--- src/rtl/uart_rx_if.sv ---
// Serial line and received-byte outputs of the UART receiver.
interface uart_rx_if;
  logic       rx;
  logic [7:0] data;
  logic       valid;
  logic       frame_err;
  logic       busy;

  modport master (output rx, input data, valid, frame_err, busy);
  modport slave  (input rx, output data, valid, frame_err, busy);
endinterface

--- src/rtl/uart_rx.sv ---
// 8N1 UART receiver: 2-flop synchronizer, falling-edge start detect,
// mid-bit sampling, single-cycle valid / frame_err pulses.
module uart_rx #(
  parameter int unsigned CLKS_PER_BIT = 16
) (
  input  logic     clock,
  input  logic     reset,
  uart_rx_if.slave bus
);
  localparam int unsigned CW = $clog2(CLKS_PER_BIT);
  localparam logic [CW-1:0] HALF_M1 = CW'(CLKS_PER_BIT / 2 - 1);
  localparam logic [CW-1:0] FULL_M1 = CW'(CLKS_PER_BIT - 1);

  localparam logic [1:0] IDLE  = 2'd0;
  localparam logic [1:0] START = 2'd1;
  localparam logic [1:0] DATA  = 2'd2;
  localparam logic [1:0] STOP  = 2'd3;

  logic          rx_meta_q, rx_s_q, rx_d_q;
  logic [1:0]    state_q, state_d;
  logic [CW-1:0] cnt_q, cnt_d;
  logic [2:0]    idx_q, idx_d;
  logic [7:0]    shift_q, shift_d;
  logic [7:0]    data_q, data_d;
  logic          valid_q, valid_d;
  logic          ferr_q, ferr_d;

  always_ff @(posedge clock) begin
    if (reset) begin
      rx_meta_q <= 1'b1;
      rx_s_q    <= 1'b1;
      rx_d_q    <= 1'b1;
      state_q   <= IDLE;
      cnt_q     <= '0;
      idx_q     <= '0;
      shift_q   <= '0;
      data_q    <= '0;
      valid_q   <= 1'b0;
      ferr_q    <= 1'b0;
    end else begin
      rx_meta_q <= bus.rx;
      rx_s_q    <= rx_meta_q;
      rx_d_q    <= rx_s_q;
      state_q   <= state_d;
      cnt_q     <= cnt_d;
      idx_q     <= idx_d;
      shift_q   <= shift_d;
      data_q    <= data_d;
      valid_q   <= valid_d;
      ferr_q    <= ferr_d;
    end
  end

  always_comb begin
    state_d = state_q;
    cnt_d   = cnt_q;
    idx_d   = idx_q;
    shift_d = shift_q;
    data_d  = data_q;
    valid_d = 1'b0;
    ferr_d  = 1'b0;
    case (state_q)
      // Edge detect keeps a held-low line from re-triggering after a frame error.
      IDLE: begin
        if (rx_d_q && !rx_s_q) begin
          state_d = START;
          cnt_d   = '0;
        end
      end
      START: begin
        if (cnt_q == HALF_M1) begin
          cnt_d = '0;
          if (!rx_s_q) begin
            state_d = DATA;
            idx_d   = '0;
          end else begin
            state_d = IDLE;
          end
        end else begin
          cnt_d = cnt_q + CW'(1);
        end
      end
      DATA: begin
        if (cnt_q == FULL_M1) begin
          shift_d[idx_q] = rx_s_q;
          cnt_d          = '0;
          if (idx_q == 3'd7) state_d = STOP;
          else               idx_d   = idx_q + 3'd1;
        end else begin
          cnt_d = cnt_q + CW'(1);
        end
      end
      STOP: begin
        if (cnt_q == FULL_M1) begin
          cnt_d   = '0;
          state_d = IDLE;
          if (rx_s_q) begin
            data_d  = shift_q;
            valid_d = 1'b1;
          end else begin
            ferr_d  = 1'b1;
          end
        end else begin
          cnt_d = cnt_q + CW'(1);
        end
      end
      default: begin
        state_d = IDLE;
        cnt_d   = '0;
      end
    endcase
  end

  assign bus.data      = data_q;
  assign bus.valid     = valid_q;
  assign bus.frame_err = ferr_q;
  assign bus.busy      = (state_q != IDLE);
endmodule

--- src/flat_wrapper.sv ---
// flat-port wrapper written by rule: the top's interface ports become plain ports
module uart_rx_flat 
#(
  parameter int unsigned CLKS_PER_BIT = 16
)
  (clock, reset, bus_rx, bus_data, bus_valid, bus_frame_err, bus_busy);
  uart_rx_if bus_i ();
  input  logic clock;
  input  logic reset;
  input wire logic [$bits(bus_i.rx)-1:0] bus_rx;
  output wire logic [$bits(bus_i.data)-1:0] bus_data;
  output wire logic [$bits(bus_i.valid)-1:0] bus_valid;
  output wire logic [$bits(bus_i.frame_err)-1:0] bus_frame_err;
  output wire logic [$bits(bus_i.busy)-1:0] bus_busy;
  assign bus_i.rx = bus_rx;
  assign bus_data = bus_i.data;
  assign bus_valid = bus_i.valid;
  assign bus_frame_err = bus_i.frame_err;
  assign bus_busy = bus_i.busy;
  uart_rx #(.CLKS_PER_BIT(CLKS_PER_BIT)) u_core (.clock(clock), .reset(reset), .bus(bus_i));
endmodule
--- config.mk ---
export PLATFORM = sky130hd
export DESIGN_NAME = uart_rx_flat
export DESIGN_NICKNAME = d
export VERILOG_FILES = /design/src/rtl/uart_rx_if.sv /design/src/rtl/uart_rx.sv /design/src/flat_wrapper.sv
export SDC_FILE = /design/constraint.sdc
export NUM_CORES = 1
export LEC_CHECK = 0
export CORE_MARGIN = 5
export CORE_UTILIZATION = 40
export CTS_CLUSTER_DIAMETER = 120
export CTS_CLUSTER_SIZE = 30
export DETAILED_ROUTE_END_ITERATION = 7
export SYNTH_ARGS = -nofsm -noshare
export SYNTH_HDL_FRONTEND = slang
export SYNTH_SLANG_ARGS = --single-unit
--- constraint.sdc ---
create_clock -name clock -period 1.7 [get_ports clock]
set_input_delay 0.255 -clock clock [delete_from_list [all_inputs] [get_ports clock]]
set_output_delay 0.255 -clock clock [all_outputs]
set_load 0.02 [all_outputs]
==> run metrics <==
maximum capacitance violations 0; Post-synth top flop dfxtp_1; CTS tree done; Setup crit end kind flop; synthesized cell area between 1000 and 1500 um^2; Switching Share 0.245; dominant cells by area after synthesis dfxtp_1 (42%), mux2i_1 (11%), ha_1 (7.1%); CP startpoint kind flop; final worst path period need 1.62 ns; Worst Hold Class reg2reg; Post-Place Cells about 210; fmax 0.616 GHz; Max clock buf depth 2; sequential power share 0.493; EDFF count, synth 0; IO buf count 13; DP Wirelength a little over 2000 um; Final setup viols 0; initial antenna violation count 0; Worst Max-Slew Pin Slew about 0.34 ns; syn_nets 161; CTS root buffer clkbuf_4; Clock Sinks 30; Residual DRC 0; run status finished, final reports clean; vias in the first global route 1123; cts hold-fix bufs 0; global route overflow 0; Pint around 1.1 mW; Clk Latency, worst-skew pair 0.33 ns; Post-CTS Setup Bufs 0; Yosys top cell by area dfxtp_1; Max transition margin 0.771; global-route track usage on met2 0.206; Post-Layout Inst Area 1830 um^2; commonest non-fill, non-tap cell in the layout dfxtp_1; WP data arrival about 1.9 ns; share of cells above drive strength 1 0.246; clock network power share 0.375; ANT cells 0; CP max FO 8; WL per Instance 13.4 um; Pleak 0.706 nW; Top-Level Pins 14; P&R area growth vs syn 29.0%; asr flop ratio synth 0; Worst R2R Start u_core.cnt_q[0]$_SDFFE_PP0P_; sequential fraction of the synthesis area 0.423; Via Count around 1.1k; core area 3390 um^2; CP startpoint u_core.cnt_q[0]$_SDFFE_PP0P_; peak supply drop 679 uV; Combinational Power Share 0.132; largest net degree at the start of global routing 17; Critical Path RT 1.93 ns; dpl cell area approximately 1600 um^2; # nets final 181; top cell type's share of synthesized area 0.423; ANT nets after route 0; 1st-pass router iterations 4; mean post-synth cell area 9.46 um^2; pwr/cell area 803 nW/um^2; Initial Util 0.419; Die Y 69.6 um; Post-Syn Instances 150; gr usage total 0.128; Routed WL 2910 um; Setup Crit Path Kind reg2reg; met1 GRT Util 0.150; most frequent cells in the layout dfxtp_1 (25), nor2_1 (22), mux2i_1 (16), clkdlybuf4s50_1 (12), buf_4 (10); Yosys warnings 0; Yosys cell types 35; final hold vios 0; DRC violation total after the first TritonRoute iteration 59; HP Start u_core.rx_meta_q$_SDFF_PP1_; Die Area 4840 um^2; setup TNS 0 ns; GP Congestion 0.832; Sw Pwr between 300 and 400 uW; Vias/cell 5.16; max-slew violation count 0; TritonCTS Buffers 5; Synth Register Bits 30; GR Layer Usage met3 0.0449; Clk pin slew, worst setup/hold paths approximately 0.09 ns; Row Count 21; fin crit share 0.956; GRT busiest layer met2; first-pass GRT wire length 4980 um; die width 69.6 um; H-Tree Depth 2; Max Clock Skew about 0.011 ns; Non-Filler Instances 217
-- cells in the mapped netlist (all sizes together), types with 4 or more instances --
master and number:
nand4b 4, inv 5, nand2 5, mux2i 16, nor2 22, nand3 9, clkbuf 6, ha 8
buf 4, nor3 4, dfxtp 30, a21oi 8, nand2b 4
-- state kept, by name, indices dropped and copies added (netlist names), 3 cells and up, named ones only --
name             count
u_core.bus.data      8
u_core.shift_q       8
u_core.cnt_q         4
u_core.idx_q         3
-- per-layer routing --
layer	vias up	part of all wire
li1	569	-
met1	526	0.47
met2	18	0.48
met3	6	0.038
met4	0	0.014
met5	-	0
-- critical path, stage by stage (launching register included) --
cell,delay [ns]
dfxtp_1,0.36
ha_4,0.20
and2_2,0.24
a211o_1,0.32
a311o_1,0.34
o31ai_1,0.07
-- final cells by class --
type	instances	area (um^2)
fill	309	1560
multi-input combinational	105	861
sequential	30	609
timing repair buffer	23	206
tap	46	57.6
clock buffer	7	45.0
clock inverter	1	30.0
inverter	5	21.3
-- through the flow --
stage	setup WS (ns)	hold slack [ns]	power (mW)	util
global route	-0.0158	0.463	1.55	0.540
detailed placement	-0.0289	0.400	0.899	0.481
floorplan	0.0546	0.359	0.842	-
CTS	-0.0176	0.424	1.45	0.508
finish	0.0753	0.419	1.47	0.540
global placement	0.00549	0.392	0.893	0.481
-- path summary, 6_finish.rpt --
kind | to | slack, ns | cells past startpoint
worst max-delay path | flop | 0.08 | 5
worst min-delay path | u_core.rx_s_q$_SDFF_PP1_ | 0.42 | 1
worst max register to register | flop | 0.08 | 5
worst min register to register | u_core.rx_s_q$_SDFF_PP1_ | 0.42 | 1
-- timing repair --
item / 4_1_cts / 5_1_grt
resized for setup: 7 / 23
endpoints found under the setup margin: 5 / 16
pin swaps: 1 / 8
-- power groups by stage --
stage,registers (mW),logic (mW),clock network [mW]
finish,0.725,0.194,0.551
global route,0.728,0.209,0.610
CTS,0.718,0.165,0.569
detailed placement,0.734,0.164,0
global placement,0.733,0.160,0
floorplan,0.733,0.109,0
-- kinds of logic after synthesis --
kind of cell	after synthesis	synth area share
simple gates	65	0.263
flops	30	0.423
compound gates	16	0.0820
mux	16	0.113
buf+inv	15	0.0485
fa+ha+maj	8	0.0705
Power figures use the tool's default switching activity.
